### config.mk
export PLATFORM = sky130hd
export DESIGN_NAME = pixel_fifo_reader
export DESIGN_NICKNAME = d
export VERILOG_FILES = /design/src/rtl/img_disp_pkg.sv /design/src/rtl/pixel_fifo_reader_sat_counter.sv /design/src/rtl/pixel_fifo_reader.sv
export SDC_FILE = /design/constraint.sdc
export NUM_CORES = 1
export LEC_CHECK = 0
export BUFFER_PORTS_ARGS = -buffer_cell sky130_fd_sc_hd__buf_2
export CORE_MARGIN = 2
export CORE_UTILIZATION = 30
export CTS_BUF_LIST = sky130_fd_sc_hd__clkbuf_8
export CTS_CLUSTER_SIZE = 16
export DETAILED_ROUTE_END_ITERATION = 8
export REMOVE_ABC_BUFFERS = 1
export SLEW_MARGIN = 25
export SYNTH_ARGS = -nofsm -noshare
export SYNTH_HDL_FRONTEND = slang
export SYNTH_HIERARCHICAL = 1
export SYNTH_SLANG_ARGS = --single-unit
### constraint.sdc
create_clock -name sys_clk -period 1.51 [get_ports sys_clk]
set_input_delay 0.0755 -clock sys_clk [delete_from_list [all_inputs] [get_ports sys_clk]]
set_output_delay 0.0755 -clock sys_clk [all_outputs]
set_load 0.03 [all_outputs]
### src/rtl/img_disp_pkg.sv
// Shared display-path definitions: reader FSM state encoding and the default fill pixel.
package img_disp_pkg;

    typedef enum logic [1:0] {
        ST_WAIT_VS = 2'd0,
        ST_WAIT_DE = 2'd1,
        ST_ACTIVE  = 2'd2
    } disp_state_e;

    localparam logic [7:0] FILL_PIX_DEF = 8'h00;
    localparam int         UF_CNT_W     = 16;

endpackage

### src/rtl/pixel_fifo_reader_sat_counter.sv
// Saturating up-counter: sticks at all-ones instead of wrapping.
module sat_counter #(
    parameter int W = 16
) (
    input  logic         clk_i,
    input  logic         rst_i,
    input  logic         inc_i,
    output logic [W-1:0] cnt_o
);

    logic [W-1:0] cnt_q;
    logic [W-1:0] cnt_d;

    // Next count, held once every bit is set
    always_comb begin
        cnt_d = cnt_q;
        if (inc_i && (cnt_q != {W{1'b1}})) begin
            cnt_d = cnt_q + W'(1);
        end else begin
            cnt_d = cnt_q;
        end
    end

    // Count register
    always_ff @(posedge clk_i) begin
        if (rst_i) begin
            cnt_q <= '0;
        end else begin
            cnt_q <= cnt_d;
        end
    end

    assign cnt_o = cnt_q;

endmodule

### src/rtl/pixel_fifo_reader.sv
// Reads one pixel per data-enable cycle from the line FIFO and re-aligns syncs with it
// (1-cycle latency), substituting a fill pixel on underflow or before the first frame.
module pixel_fifo_reader
    import img_disp_pkg::*;
#(
    parameter int                DATA_W   = 8,
    parameter logic [DATA_W-1:0] FILL_PIX = DATA_W'(FILL_PIX_DEF),
    parameter int                CNT_W    = 12
) (
    input  logic                sys_clk,
    input  logic                rst,
    input  logic                vs_in,
    input  logic                hs_in,
    input  logic                de_in,
    input  logic                fifo_empty,
    input  logic [DATA_W-1:0]   fifo_dout,
    output logic                fifo_rd,
    output logic                o_next,
    output logic [DATA_W-1:0]   pix_data,
    output logic                vs_out,
    output logic                hs_out,
    output logic                de_out,
    output logic [CNT_W-1:0]    pix_cnt,
    output logic [CNT_W-1:0]    line_cnt,
    output logic                underflow,
    output logic [UF_CNT_W-1:0] underflow_cnt
);

    disp_state_e      state_q;
    logic             vs_q, hs_q, de_q;
    logic             vs_d2_q, de_d2_q;
    logic             rd_q, o_next_q, underflow_q;
    logic [CNT_W-1:0] pix_cnt_q, pix_cnt_d;
    logic [CNT_W-1:0] line_cnt_q, line_cnt_d;
    logic             streaming_s, vs_rise_s, de_fall_s, uf_s, next_s;

    // Input edge detection, read/underflow qualification and loader request
    always_comb begin
        streaming_s = (state_q != ST_WAIT_VS);
        vs_rise_s   = vs_in & ~vs_q;
        de_fall_s   = de_q & ~de_in;
        fifo_rd     = streaming_s & de_in & ~fifo_empty;
        uf_s        = streaming_s & de_in & fifo_empty;
        next_s      = ((state_q == ST_ACTIVE) & de_fall_s) |
                      ((state_q == ST_WAIT_VS) & vs_rise_s);
    end

    // Position counters track the delayed (output-side) timing so they match pix_data
    always_comb begin
        pix_cnt_d  = '0;
        line_cnt_d = line_cnt_q;
        if (de_q) begin
            pix_cnt_d = pix_cnt_q + CNT_W'(1);
        end else begin
            pix_cnt_d = '0;
        end
        if (vs_q && !vs_d2_q) begin
            line_cnt_d = '0;
        end else if (de_d2_q && !de_q) begin
            line_cnt_d = line_cnt_q + CNT_W'(1);
        end else begin
            line_cnt_d = line_cnt_q;
        end
    end

    // Reader FSM plus all registered outputs
    always_ff @(posedge sys_clk) begin
        if (rst) begin
            state_q     <= ST_WAIT_VS;
            vs_q        <= 1'b0;
            hs_q        <= 1'b0;
            de_q        <= 1'b0;
            vs_d2_q     <= 1'b0;
            de_d2_q     <= 1'b0;
            rd_q        <= 1'b0;
            o_next_q    <= 1'b0;
            pix_cnt_q   <= '0;
            line_cnt_q  <= '0;
            underflow_q <= 1'b0;
        end else begin
            vs_q       <= vs_in;
            hs_q       <= hs_in;
            de_q       <= de_in;
            vs_d2_q    <= vs_q;
            de_d2_q    <= de_q;
            rd_q       <= fifo_rd;
            o_next_q   <= next_s;
            pix_cnt_q  <= pix_cnt_d;
            line_cnt_q <= line_cnt_d;
            if (uf_s) begin
                underflow_q <= 1'b1;
            end
            case (state_q)
                ST_WAIT_VS: if (vs_rise_s) state_q <= ST_WAIT_DE;
                ST_WAIT_DE: if (de_in) state_q <= ST_ACTIVE;
                ST_ACTIVE:  if (vs_rise_s || de_fall_s) state_q <= ST_WAIT_DE;
                default:    state_q <= ST_WAIT_VS;
            endcase
        end
    end

    // FIFO data arrives one cycle after the read, so the pixel mux selects it directly
    always_comb begin
        if (rd_q) begin
            pix_data = fifo_dout;
        end else begin
            pix_data = FILL_PIX;
        end
    end

    sat_counter #(.W(UF_CNT_W)) u_uf_cnt (
        .clk_i (sys_clk),
        .rst_i (rst),
        .inc_i (uf_s),
        .cnt_o (underflow_cnt)
    );

    assign vs_out    = vs_q;
    assign hs_out    = hs_q;
    assign de_out    = de_q;
    assign o_next    = o_next_q;
    assign pix_cnt   = pix_cnt_q;
    assign line_cnt  = line_cnt_q;
    assign underflow = underflow_q;

endmodule

Word level (Yosys, flattened, before mapping) --
Index checks and enable logic that the tools add are counted. Widths: inputs -> output; s select.
Storage, ports and cells: output and inout port bits 54, bits in registers 50, input bits 14, logic and storage cells 49
Operators by class: add/subtract/negate cells 3, reduce and logical (&&, ||, !) cells 11, bitwise logic cells 12, mux-type cells 5, equality and inequality tests 6
Operators with widths (number):
- $add 12x1->12 const B | 2
- $add 16x1->16 const B | 1
- $ne 16x16->1 const B | 1
- $mux 8 | 1
- $and 1x1->1 | 7
- $mux 2 | 3
- $pmux 2 s3 | 1
- $ne 2x2->1 const B | 2
- $not 1->1 | 4
- $reduce_or 2->1 | 2
- $logic_and 1x1->1 | 3
- $reduce_and 3->1 | 1
- $eq 2x1->1 const B | 1
- $eq 2x2->1 const B | 1
- $logic_not 1->1 | 2
- $logic_not 2->1 | 1
- $ne 2x1->1 const B | 1
- $reduce_bool 2->1 | 1
- $logic_or 1x1->1 | 1
- $or 1x1->1 | 1

Depth between registers and ports, before layout --
depth after elaboration 5, gate-level depth with buffers 6, gate-level depth less buffers 5

Modules after synthesis --
Netlist, hierarchy kept.
By module, submodules not included:
- pixel_fifo_reader | area an instance 1488.9 um^2, seq. area each 680.7 um^2, cells each 166, instances 1
- sat_counter | area an instance 848.3 um^2, seq. area each 320.3 um^2, cells each 99, instances 1

Worst setup path before layout --
Ideal clock, no wire load.
path kind reg-to-reg, start point reg u_uf_cnt.cnt_q[8], in the netlist u_uf_cnt/cnt_o[8], end point reg u_uf_cnt.cnt_q[15], in the netlist u_uf_cnt/cnt_o[15], path buffers 0, library setup time 70 ps, required time 1440 ps, period minus slack after synthesis 1819 ps, path slack -309 ps, cell stages (with the launch flop) 5, data arrival time 1749 ps, cell sequence dfxtp_1 -> nand2_2 -> or4_1 -> or4_1 -> a21oi_1
On the way: cells in the longest elaborated chain, start to end 2, elaborated cells on any way between the ends 3, classes of those cells add/sub (1); eq/ne (1); reduce/logical (1)
Ends and longest elaborated chain:
- from (decl) | line pixel_fifo_reader_sat_counter.sv:11 | logic [W-1:0] cnt_q;
- from (signal assigned) | line pixel_fifo_reader_sat_counter.sv:29 | cnt_q <= cnt_d;
- parallel branches: the longest is 2 deep, another holds $add 16x1->16
Several ways; the timed one is not identified. A chain may end at the register's enable or synchronous reset.

Worst setup path after layout --
Same ends and word-level chain as after synthesis.

==> results.py <==
metrics = {
    "yosys": {
        "synth_fa_ha_area_frac": 0.01606,
        "muxShareOfSynthArea": 0.02623,
        "synth_largest_area_cell": "dfxtp_1",
        "ys.flop_type": "dfxtp_1",
        "synth-compound-area-share": 0.1660,
        "syn_area_per_cell_um2": 8.820,
        "synth-edff-count": 0,
        "yosys_warnings": 6,
        "syn_inst": 265,
        "netlist_top_cells_area": "dfxtp_1 43%, a21oi_1 4.9%, or4_1 4.8%, o31ai_1 4.5%, nand3_1 3.0%",
        "synth-seq-cells": 50,
        "synth_top_family_by_area": "simple AND/OR/NAND/NOR gates",
        "synthSimpleGateAreaFrac": 0.2982,
        "yosysUniqueCellTypes": 43,
        "synth-xor-area-share": 0.02623,
        "synth_top_cell_area_share": 0.4283,
        "async_flop_share": 0,
        "syn_area_um2": 2337,
        "ys_seq_area_frac": 0.4283,
    },
    "sta": {
        "period_needed_ns": 1.562,
        "holdWs_ns": 0.06359,
        "rsz0062_at_grt": "yes",
        "timing.fmax_mhz": 640.3,
        "max_slew_margin": 0.7731,
        "skew_ns": 0.008692,
        "timing.final.crit_share": 1.034,
        "final_hold_viol_count": 0,
        "slew_viol_final": 0,
        "worst_pin_slew_ns": 0.3378,
        "finalWorstSetupSlack_ns": -0.05178,
        "setup_viol": 10,
    },
    "power_and_ir_drop": {
        "ir_drop_v": 0.0003671,
        "switching_share": 0.2336,
        "seq_power_share": 0.545,
        "comb_power_share": 0.072,
        "p_leak_nw": 1.443,
        "internal_power_w": 0.001897,
        "p_sw_w": 0.0005783,
        "finalPower_w": 0.002475,
        "p_per_area_nw_per_um2": 721.3,
        "clockPowerShare": 0.383,
    },
    "floorplanning": {
        "start_util": 0.3056,
        "die_w_um": 92.27,
        "dieArea_um2": 8513,
        "pin_count": 68,
        "die_h_um": 92.27,
        "core_area_um2": 7647,
        "rows": 32,
    },
    "status": {
        "outcome": "finished with violations",
        "failed_checks": "setup timing",
    },
    "worst_setup_path": {
        "endpoint_kind": "flip-flop",
        "cp_cell_sequence": "nand2_2, or4_4, or4_1, a21oi_1",
        "path_buf_inv": 0,
        "start_kind": "flip-flop",
        "required_ns": 1.75,
        "r2r_slack_ns": -0.05,
        "worst-path-max-fanout": 3,
        "arrival_ns": 1.80,
        "crit_family": "simple AND/OR/NAND/NOR gates",
        "cp_slowest_cell": "or4_4",
        "worstSetupPathType": "flip-flop to flip-flop",
        "cp_slowest_stage_delay_ns": 0.53,
    },
    "placement": {
        "place_area_um2": 3110,
        "dp_slack_ns": -0.1314,
        "numPortBuffers": 67,
        "placed_cells": 473,
        "hpwl_um": 4490,
        "place.gp.congestion": 0.7567,
    },
    "global_route": {
        "grt_max_degree": 16,
        "grt_use_total": 0.1451,
        "grt_remaining_overflow": 0,
        "grt_pass1_vias": 2284,
        "grt_first_pass_wirelength_um": 10220,
        "antenna_found_initial": 0,
    },
    "run": {
        "cap_violations": 0,
    },
    "clocking": {
        "cts_tree": "done",
        "worst_skew_pair.late_latency_ns": 0.30,
        "clock_sinks": 50,
        "clock_path_buffers": 2,
        "cts_buffers": 5,
        "cts_htree_levels": 2,
        "root_buffer": "clkbuf_8",
        "clk_pin_slew_worst_paths_ns": 0.09,
    },
    "drt": {
        "via_count": 2433,
        "avgViaCountPerCell": 4.975,
        "drc_errors": 0,
        "drt_iter0_markers": 68,
        "drtPass1Iterations": 4,
        "wire_per_inst_um": 12.88,
        "wl_um": 6298,
        "drtAntennaViolNets": 0,
    },
    "final_layout": {
        "final_cell_mix": "68 x buf_2, 43 x buf_4, 33 x dfxtp_1, 19 x a21oi_1, 17 x nor2_1",
        "drive_gt1_frac": 0.4264,
        "diodes": 0,
        "synthToLayoutAreaGrowth_pct": 46.84,
        "postLayoutCellArea_um2": 3432,
        "fin_cells": 489,
        "final_nets": 403,
        "layout_commonest_cell": "buf_2",
        "fillers": 780,
    },
    "hold_path": {
        "hold_path_class": "primary input to flip-flop",
    },
}
==> final cells by class <==
class,count,area (um2),area share
Timing Repair Buffer,121,772.0,0.2249
Sequential cell,50,1025,0.2986
Clock buffer,5,68.82,0.02005
Inverter,15,56.30,0.01641
Clock inverter,3,41.29,0.01203
Tap cell,102,127.6,0.03719
Multi-Input combinational cell,193,1341,0.3908
==> per-stage QoR <==
stage	util	setup TNS (ns)
after floorplan	-	-3.134
after global placement	0.4067	-0.4490
after detailed placement	0.4067	-0.7844
after CTS	0.4362	-0.2387
after global routing	0.4488	-1.170
final	0.4488	-0.3229
==> registers in the layout (all words and copies together), names as in the netlist, 2 cells and up <==
| signal | cells |
|---|---|
| u_uf_cnt/cnt_o | 16 |
| line_cnt | 12 |
| pix_cnt | 12 |
| state_q | 2 |
==> what timing repair did <==
| item | CTS | global route |
|---|---|---|
| endpoints found under the hold margin | 3 | 0 |
| gates cloned | 0 | 1 |
| pin swaps | 11 | 15 |
| hold buffers | 3 | 0 |
| buffers inserted | 2 | 2 |
| setup endpoints to repair | 10 | 21 |
| gates resized for setup | 25 | 22 |
==> logic make-up (layout without fill, tap and decap cells) <==
| logic type | after synthesis | in the layout |
|---|---|---|
| mux | 6 | 6 |
| flops | 50 | 50 |
| buf+inv | 22 | 144 |
| compound gates | 62 | 62 |
| xor+xnor | 7 | 7 |
| simple gates | 115 | 115 |
| fa+ha+maj | 3 | 3 |
==> power groups by stage <==
| stage | Combinational (W) | Clock (W) | Sequential [W] |
|---|---|---|---|
| after floorplan | 0.0000577 | 0 | 0.00140 |
| after global placement | 0.000165 | 0 | 0.00138 |
| after detailed placement | 0.000167 | 0 | 0.00138 |
| after CTS | 0.000177 | 0.000982 | 0.00135 |
| after global routing | 0.000194 | 0.00102 | 0.00135 |
| final | 0.000177 | 0.000948 | 0.00135 |
==> cell usage after synthesis, types with 2 or more instances <==
master	instances
o31ai_1	14
ha_1	3
xnor2_1	5
and2_1	9
mux2i_1	5
nand4b_1	2
and4_1	3
a211o_1	3
o21ai_0	11
xor2_1	2
o21a_1	3
or3_1	6
nand3_1	14
clkbuf_1	4
inv_1	15
nand2_1	13
nor2b_1	6
or4_1	15
nor4_1	5
and3_1	3
nand3b_1	4
dfxtp_1	50
nand4_1	5
nor2_1	17
a21oi_1	23
o211ai_1	3
nor3_1	6
==> path summary, 6_finish.rpt <==
path | startpoint | endpoint | depth (start not counted)
worst max register to register | u_uf_cnt/cnt_o[8] | u_uf_cnt/cnt_o[15] | 4
worst min-delay path | rst | u_uf_cnt/cnt_o[13] | 2
worst min register to register | underflow | underflow | 2
worst max-delay path | u_uf_cnt/cnt_o[8] | u_uf_cnt/cnt_o[15] | 4
==> metal layers <==
metal / wire [um] / track usage / up-vias
li1: - / - / 1227
met1: 2889 / 0.1758 / 1146
met2: 3068 / 0.2543 / 49
met3: 253 / 0.03369 / 11
met4: 85 / 0.04478 / 0
met5: 0 / 0 / -
No activity file was read; power rests on OpenSTA's default activity.
